`src/rtl/seg_scan_decoder.sv`:
```
// Snoops a multiplexed seven-segment bus, waits for each scanned position to settle,
// and decodes the pattern back into per-position {enable, hex digit, dot}.
module seg_scan_decoder #(
    parameter int NUM_DIGITS     = 8,
    parameter int STABLE_CYCLES  = 4,
    parameter bit SEL_ACTIVE_LOW = 1'b1,
    localparam int IDXW          = $clog2(NUM_DIGITS)
) (
    input  logic                    clk,
    input  logic                    rst_n,
    input  logic [7:0]              seg_in,
    input  logic [NUM_DIGITS-1:0]   sel_in,
    input  logic                    clear,
    output logic [4*NUM_DIGITS-1:0] digits,
    output logic [NUM_DIGITS-1:0]   dots,
    output logic [NUM_DIGITS-1:0]   enables,
    output logic [NUM_DIGITS-1:0]   invalid,
    output logic                    capture_valid,
    output logic [IDXW-1:0]         capture_idx,
    output logic                    frame_done
);

    localparam int                  CNTW    = $clog2(STABLE_CYCLES + 1);
    localparam logic [CNTW-1:0]     CNT_MAX = CNTW'(STABLE_CYCLES);
    localparam logic [CNTW-1:0]     CNT_ONE = CNTW'(1);
    localparam logic [NUM_DIGITS-1:0] SEL_ONE = NUM_DIGITS'(1);

    typedef enum logic [1:0] {
        ST_IDLE,
        ST_SETTLE,
        ST_CAPTURED
    } state_t;

    state_t                  r_state;
    state_t                  w_state_nxt;
    logic [CNTW-1:0]         r_cnt;
    logic [CNTW-1:0]         w_cnt_nxt;
    logic                    w_capture;

    logic [7:0]              r_seg_p0;
    logic [7:0]              r_seg_p1;
    logic [7:0]              r_seg_p2;
    logic [NUM_DIGITS-1:0]   r_sel_p0;
    logic [NUM_DIGITS-1:0]   r_sel_p1;
    logic [NUM_DIGITS-1:0]   r_sel_p2;

    logic [NUM_DIGITS-1:0]   w_sel_norm;
    logic                    w_onehot;
    logic                    w_same;
    logic [IDXW-1:0]         w_idx;
    logic [5:0]              w_dec;
    logic [NUM_DIGITS-1:0]   w_seen_set;
    logic                    w_frame_complete;

    logic [4*NUM_DIGITS-1:0] r_digits;
    logic [NUM_DIGITS-1:0]   r_dots;
    logic [NUM_DIGITS-1:0]   r_enables;
    logic [NUM_DIGITS-1:0]   r_invalid;
    logic [NUM_DIGITS-1:0]   r_seen;
    logic                    r_cap_valid;
    logic [IDXW-1:0]         r_cap_idx;
    logic                    r_frame_done;

    // Returns {invalid, enable, digit[3:0]} for a g..a segment pattern.
    function automatic logic [5:0] decode_seg(input logic [6:0] pat);
        case (pat)
            7'h3F:   return 6'h10;
            7'h06:   return 6'h11;
            7'h5B:   return 6'h12;
            7'h4F:   return 6'h13;
            7'h66:   return 6'h14;
            7'h6D:   return 6'h15;
            7'h7D:   return 6'h16;
            7'h07:   return 6'h17;
            7'h7F:   return 6'h18;
            7'h6F:   return 6'h19;
            7'h77:   return 6'h1A;
            7'h7C:   return 6'h1B;
            7'h39:   return 6'h1C;
            7'h5E:   return 6'h1D;
            7'h79:   return 6'h1E;
            7'h71:   return 6'h1F;
            7'h00:   return 6'h00;
            default: return 6'h30;
        endcase
    endfunction

    function automatic logic [IDXW-1:0] onehot_index(input logic [NUM_DIGITS-1:0] sel);
        logic [IDXW-1:0] idx;
        idx = '0;
        for (int i = 0; i < NUM_DIGITS; i++) begin
            if (sel[i]) idx = IDXW'(i);
        end
        return idx;
    endfunction

    function automatic logic [CNTW-1:0] sat_inc(input logic [CNTW-1:0] c);
        return (c == CNT_MAX) ? c : c + CNT_ONE;
    endfunction

    assign w_sel_norm       = SEL_ACTIVE_LOW ? ~r_sel_p1 : r_sel_p1;
    assign w_onehot         = (w_sel_norm != '0) && ((w_sel_norm & (w_sel_norm - SEL_ONE)) == '0);
    assign w_same           = (w_sel_norm == r_sel_p2) && (r_seg_p1 == r_seg_p2);
    assign w_idx            = onehot_index(w_sel_norm);
    assign w_dec            = decode_seg(r_seg_p1[6:0]);
    assign w_seen_set       = r_seen | w_sel_norm;
    assign w_frame_complete = &w_seen_set;

    always_ff @(posedge clk or negedge rst_n) begin
        if (!rst_n) begin
            r_state <= ST_IDLE;
            r_cnt   <= '0;
        end else begin
            r_state <= w_state_nxt;
            r_cnt   <= w_cnt_nxt;
        end
    end

    always_comb begin
        w_state_nxt = r_state;
        w_cnt_nxt   = r_cnt;
        w_capture   = 1'b0;
        case (r_state)
            ST_IDLE: begin
                if (w_onehot) begin
                    w_state_nxt = ST_SETTLE;
                    w_cnt_nxt   = CNT_ONE;
                end else begin
                    w_cnt_nxt   = '0;
                end
            end
            ST_SETTLE: begin
                if (!w_onehot) begin
                    w_state_nxt = ST_IDLE;
                    w_cnt_nxt   = '0;
                end else if (!w_same) begin
                    w_cnt_nxt   = CNT_ONE;
                end else begin
                    w_cnt_nxt   = sat_inc(r_cnt);
                end
            end
            ST_CAPTURED: begin
                if (!w_same) begin
                    if (w_onehot) begin
                        w_state_nxt = ST_SETTLE;
                        w_cnt_nxt   = CNT_ONE;
                    end else begin
                        w_state_nxt = ST_IDLE;
                        w_cnt_nxt   = '0;
                    end
                end
            end
            default: begin
                w_state_nxt = ST_IDLE;
                w_cnt_nxt   = '0;
            end
        endcase
        // Reaching the threshold on this edge is the capture itself, so the
        // one-cycle-stable case (threshold of 1) captures straight from IDLE.
        if (w_state_nxt == ST_SETTLE && w_cnt_nxt == CNT_MAX) begin
            w_capture   = 1'b1;
            w_state_nxt = ST_CAPTURED;
        end
        if (clear) begin
            w_state_nxt = ST_IDLE;
            w_cnt_nxt   = '0;
            w_capture   = 1'b0;
        end
    end

    always_ff @(posedge clk or negedge rst_n) begin
        if (!rst_n) begin
            r_seg_p0     <= '0;
            r_seg_p1     <= '0;
            r_seg_p2     <= '0;
            r_sel_p0     <= '0;
            r_sel_p1     <= '0;
            r_sel_p2     <= '0;
            r_digits     <= '0;
            r_dots       <= '0;
            r_enables    <= '0;
            r_invalid    <= '0;
            r_seen       <= '0;
            r_cap_valid  <= 1'b0;
            r_cap_idx    <= '0;
            r_frame_done <= 1'b0;
        end else begin
            // p0 -> p1: two-flop synchronizer on the raw pins
            r_seg_p0     <= seg_in;
            r_sel_p0     <= sel_in;
            r_seg_p1     <= r_seg_p0;
            r_sel_p1     <= r_sel_p0;
            // p1 -> p2: previous normalized sample for the stability compare
            r_seg_p2     <= r_seg_p1;
            r_sel_p2     <= w_sel_norm;
            r_cap_valid  <= w_capture;
            r_frame_done <= w_capture && w_frame_complete;
            if (clear) begin
                r_digits  <= '0;
                r_dots    <= '0;
                r_enables <= '0;
                r_invalid <= '0;
                r_seen    <= '0;
            end else if (w_capture) begin
                r_digits[{w_idx, 2'b00} +: 4] <= w_dec[3:0];
                r_dots[w_idx]    <= r_seg_p1[7];
                r_enables[w_idx] <= w_dec[4];
                r_invalid[w_idx] <= w_dec[5];
                r_cap_idx        <= w_idx;
                r_seen           <= w_frame_complete ? '0 : w_seen_set;
            end
        end
    end

    assign digits        = r_digits;
    assign dots          = r_dots;
    assign enables       = r_enables;
    assign invalid       = r_invalid;
    assign capture_valid = r_cap_valid;
    assign capture_idx   = r_cap_idx;
    assign frame_done    = r_frame_done;

endmodule

```
`config.mk`:
```
export PLATFORM = sky130hd
export DESIGN_NAME = seg_scan_decoder
export DESIGN_NICKNAME = d
export VERILOG_FILES = /design/src/rtl/seg_scan_decoder.sv
export SDC_FILE = /design/constraint.sdc
export NUM_CORES = 1
export LEC_CHECK = 0
export ABC_AREA = 1
export BUFFER_PORTS_ARGS = -buffer_cell sky130_fd_sc_hd__buf_2
export CORE_MARGIN = 10
export CORE_UTILIZATION = 58
export CTS_CLUSTER_DIAMETER = 30
export CTS_CLUSTER_SIZE = 8
export DETAILED_ROUTE_END_ITERATION = 8
export PLACE_DENSITY = 0.9
export SLEW_MARGIN = 20
export SYNTH_ARGS = -nofsm -noshare
export SYNTH_HDL_FRONTEND = slang
export SYNTH_SLANG_ARGS = --single-unit
export TNS_END_PERCENT = 10
```
`constraint.sdc`:
```
create_clock -name clk -period 3.7 [get_ports clk]
set_input_delay 0.925 -clock clk [delete_from_list [all_inputs] [get_ports clk]]
set_output_delay 0.925 -clock clk [all_outputs]
set_load 0.01 [all_outputs]
```
==> results.cfg <==
[sta]
timing.hold.ws_ns = 0.347
maxSlewHeadroom_pct = 42.0
slew_viol_final = 0
finalCritPeriodShare_pct = 87.7
setup_viol = 0
hold_viol_final = 0
fin_setup_tns_ns = 0
rsz0062_at_grt = no
fin_crit_ns = 3.24
fmax_mhz = 308
final.setup_skew_ns = 0.00947
worst_slew_pin_slew_ns = 0.870

[clock_network]
cts.path.max_buffers = 2
clkSinkCount = 122
cts_made_buffers = 17
worstSkewPairLatency_ns = 0.52
post_cts_resized = 0
tritoncts = yes
post_cts_buffers = 0
htree_num_levels = 4
cts_hold_buf = 0
cts.clk_slew.worst_paths_ns = 0.06
cts-root-buf = clkbuf_8

[pwr]
swShare_pct = 24.0
max-vdd-ir-drop_uv = 401
power_density_mw_per_mm2 = 475
p_leak_nw = 3.91
switchingPower_w = 0.000792
clkPwrFrac_pct = 51.8
p_int_w = 0.00251
pwr-share-comb_pct = 6.1
seqPwrFrac_pct = 42.2

[layout]
multi_input_area_mm2 = 0.00240
seqCellArea_mm2 = 0.00305
nNetsFinal = 845
area_growth_syn_to_layout_pct = 18.8
diodes = 0
layout.cells.non_filler = 967
final_cell_mix = nand2_1, dfrtp_1, nand3_1
drive_above_1_share_pct = 15.5
final_common_cell = nand2_1
nFillCells = 715

[routing]
dr.pass1.iters = 6
drc_errors = 0
wl_um = 15300
drtAntennaViolNets = 0
met1Wirelength_um = 6060
met2_wirelength_um = 7380
routed_via_density = 5.71
drt_iter0_markers = 574
routedWlPerCell_um = 15.8
via_count = 5519
topRoutingLayerUsed = met4
wl_met3_um = 1280

[min_path]
min_delay_path_depth = 0
hold_class = reg2reg
hold_start = r_sel_p0[2]

[worst_setup_path]
crit_arrival_ns = 3.64
reg2reg_from = r_sel_p1[1]
r2r_cells = 16
worst-setup-path-type = reg2reg
critPathMaxFanout = 11
startpoint = r_sel_p1[1]
critPathCaptureType = flop
crit_path_start_kind = flop
required_ns = 4.10

[grt]
grt_pass1_vias = 5433
grt_max_degree = 92
grtUsageTotal_pct = 21.5
grt_pass1_wl_um = 25700
grt-ovfl-total = 0
antenna_found_initial = 0

[logic_synthesis]
syn_nets = 769
yosys.cell_types.count = 27
synth_warnings = 0
synth_area_leaders = dfrtp_1, nand2_1, nand3_1, nor2_1, nand4_1
avgSynthCellArea_um2 = 7.83
synthCells = 746
yosysTopAreaCell = dfrtp_1
seq_area_frac_synth_pct = 52.3
synth_seq_cells = 122
syn_area_mm2 = 0.00584
synth.top_cell.area_share_pct = 52.3

[die]
die_area_mm2 = 0.0145
num_rows = 36
die_h_um = 120
start_util_pct = 59.8
core-area_mm2 = 0.00977
io_pins = 80
die_w_um = 120

[placed_design]
dp.cells = 936
gp_congestion = 0.921
dp_hpwl_um = 10100
portBuffers = 79

[run]
max-cap-violations = 0

[status]
status = finished, final reports clean
==> metal layers <==
metal  up-vias  GRT usage (%)
li1       2595              -
met1      2569           25.5
met2       295           34.9
met3        60           6.33
met4         0           11.5
met5         -              0
==> path summary, 6_finish.rpt <==
| kind | endpoint | slack, ns |
|---|---|---|
| worst max-delay path | digits[27] | 0.46 |
| worst min register to register | r_sel_p1[2] | 0.35 |
| max in group asynchronous | digits[8] | 2.42 |
| min in group asynchronous | r_sel_p1[0] | 0.51 |
| worst min-delay path | r_sel_p1[2] | 0.35 |
| worst max register to register | digits[27] | 0.46 |
==> worst max-delay path, cell delays in order, from the launching register on <==
cell and delay, ns:
dfrtp_1 0.43, inv_2 0.12, nand2_1 0.06, nand2_1 0.07, nand2_1 0.07, nand2_1 0.13, nand2_1 0.06, nand2_1 0.19
inv_1 0.25, ha_1 0.28, ha_1 0.26, inv_1 0.16, nand3_1 0.17, nor3_1 0.46, nand3_1 0.22, nand3_1 0.12
nand2_1 0.07
==> Yosys cell counts (all sizes together) <==
cell type    n
nor3         9
dfrtp      122
clkbuf      11
and3         1
nand3      117
xnor2        4
ha           4
nand4       47
o21a         1
nand2      212
o22ai        4
buf         16
a31oi        1
xor2         2
clkinv       1
o21ai       26
inv         69
nor2        96
a21oi        3
==> flip-flops by register name, indices dropped and copies added, names as in the netlist <==
register       count
r_sel_p0           8
r_seg_p0           8
capture_idx        3
r_seg_p1           8
capture_valid      1
r_sel_p2           8
dots               8
frame_done         1
r_seen             8
r_state            2
enables            8
r_cnt              3
invalid            8
r_seg_p2           8
r_sel_p1           8
digits            32
==> per-stage QoR <==
| step | total power (W) | setup WS (ns) | area (µm²) | utilization [%] |
|---|---|---|---|---|
| 5_1_grt | 0.00341 | 0.168 | 6940 | 71.0 |
| 6_report | 0.00330 | 0.456 | 6940 | 71.0 |
| 4_1_cts | 0.00330 | 0.559 | 6940 | 71.0 |
| 3_5_place_dp | 0.00160 | 0.718 | 6330 | 64.8 |
| 2_1_floorplan | 0.00153 | 1.01 | 5840 | - |
| 3_3_place_gp | 0.00160 | 0.865 | 6330 | 64.8 |
==> layout make-up <==
class	count	area share (%)
multi-input cells	527	34.6
flip-flops and latches	122	44.0
inverters	70	3.79
clock buffers	17	5.97
clock inverters	14	2.81
repair buffers	84	6.45
well taps	133	2.40
==> power by group through the flow <==
stage	Sequential [W]	Combinational [W]	Clock, W
finish	0.00139	0.000200	0.00171
global route	0.00139	0.000225	0.00180
CTS	0.00139	0.000197	0.00171
detailed placement	0.00141	0.000192	0
global placement	0.00141	0.000189	0
floorplan	0.00140	0.000130	0
==> logic make-up after synthesis <==
family / after synthesis / synth area share [%]
adders and majority gates: 4 / 0.857
and+or+nand+nor: 482 / 36.2
buffers and inverters: 97 / 6.62
DFF: 122 / 52.3
AOI/OAI and AO/OA: 35 / 3.15
xor gates and xnor gates: 6 / 0.900
(Power assumes the default switching activity.)
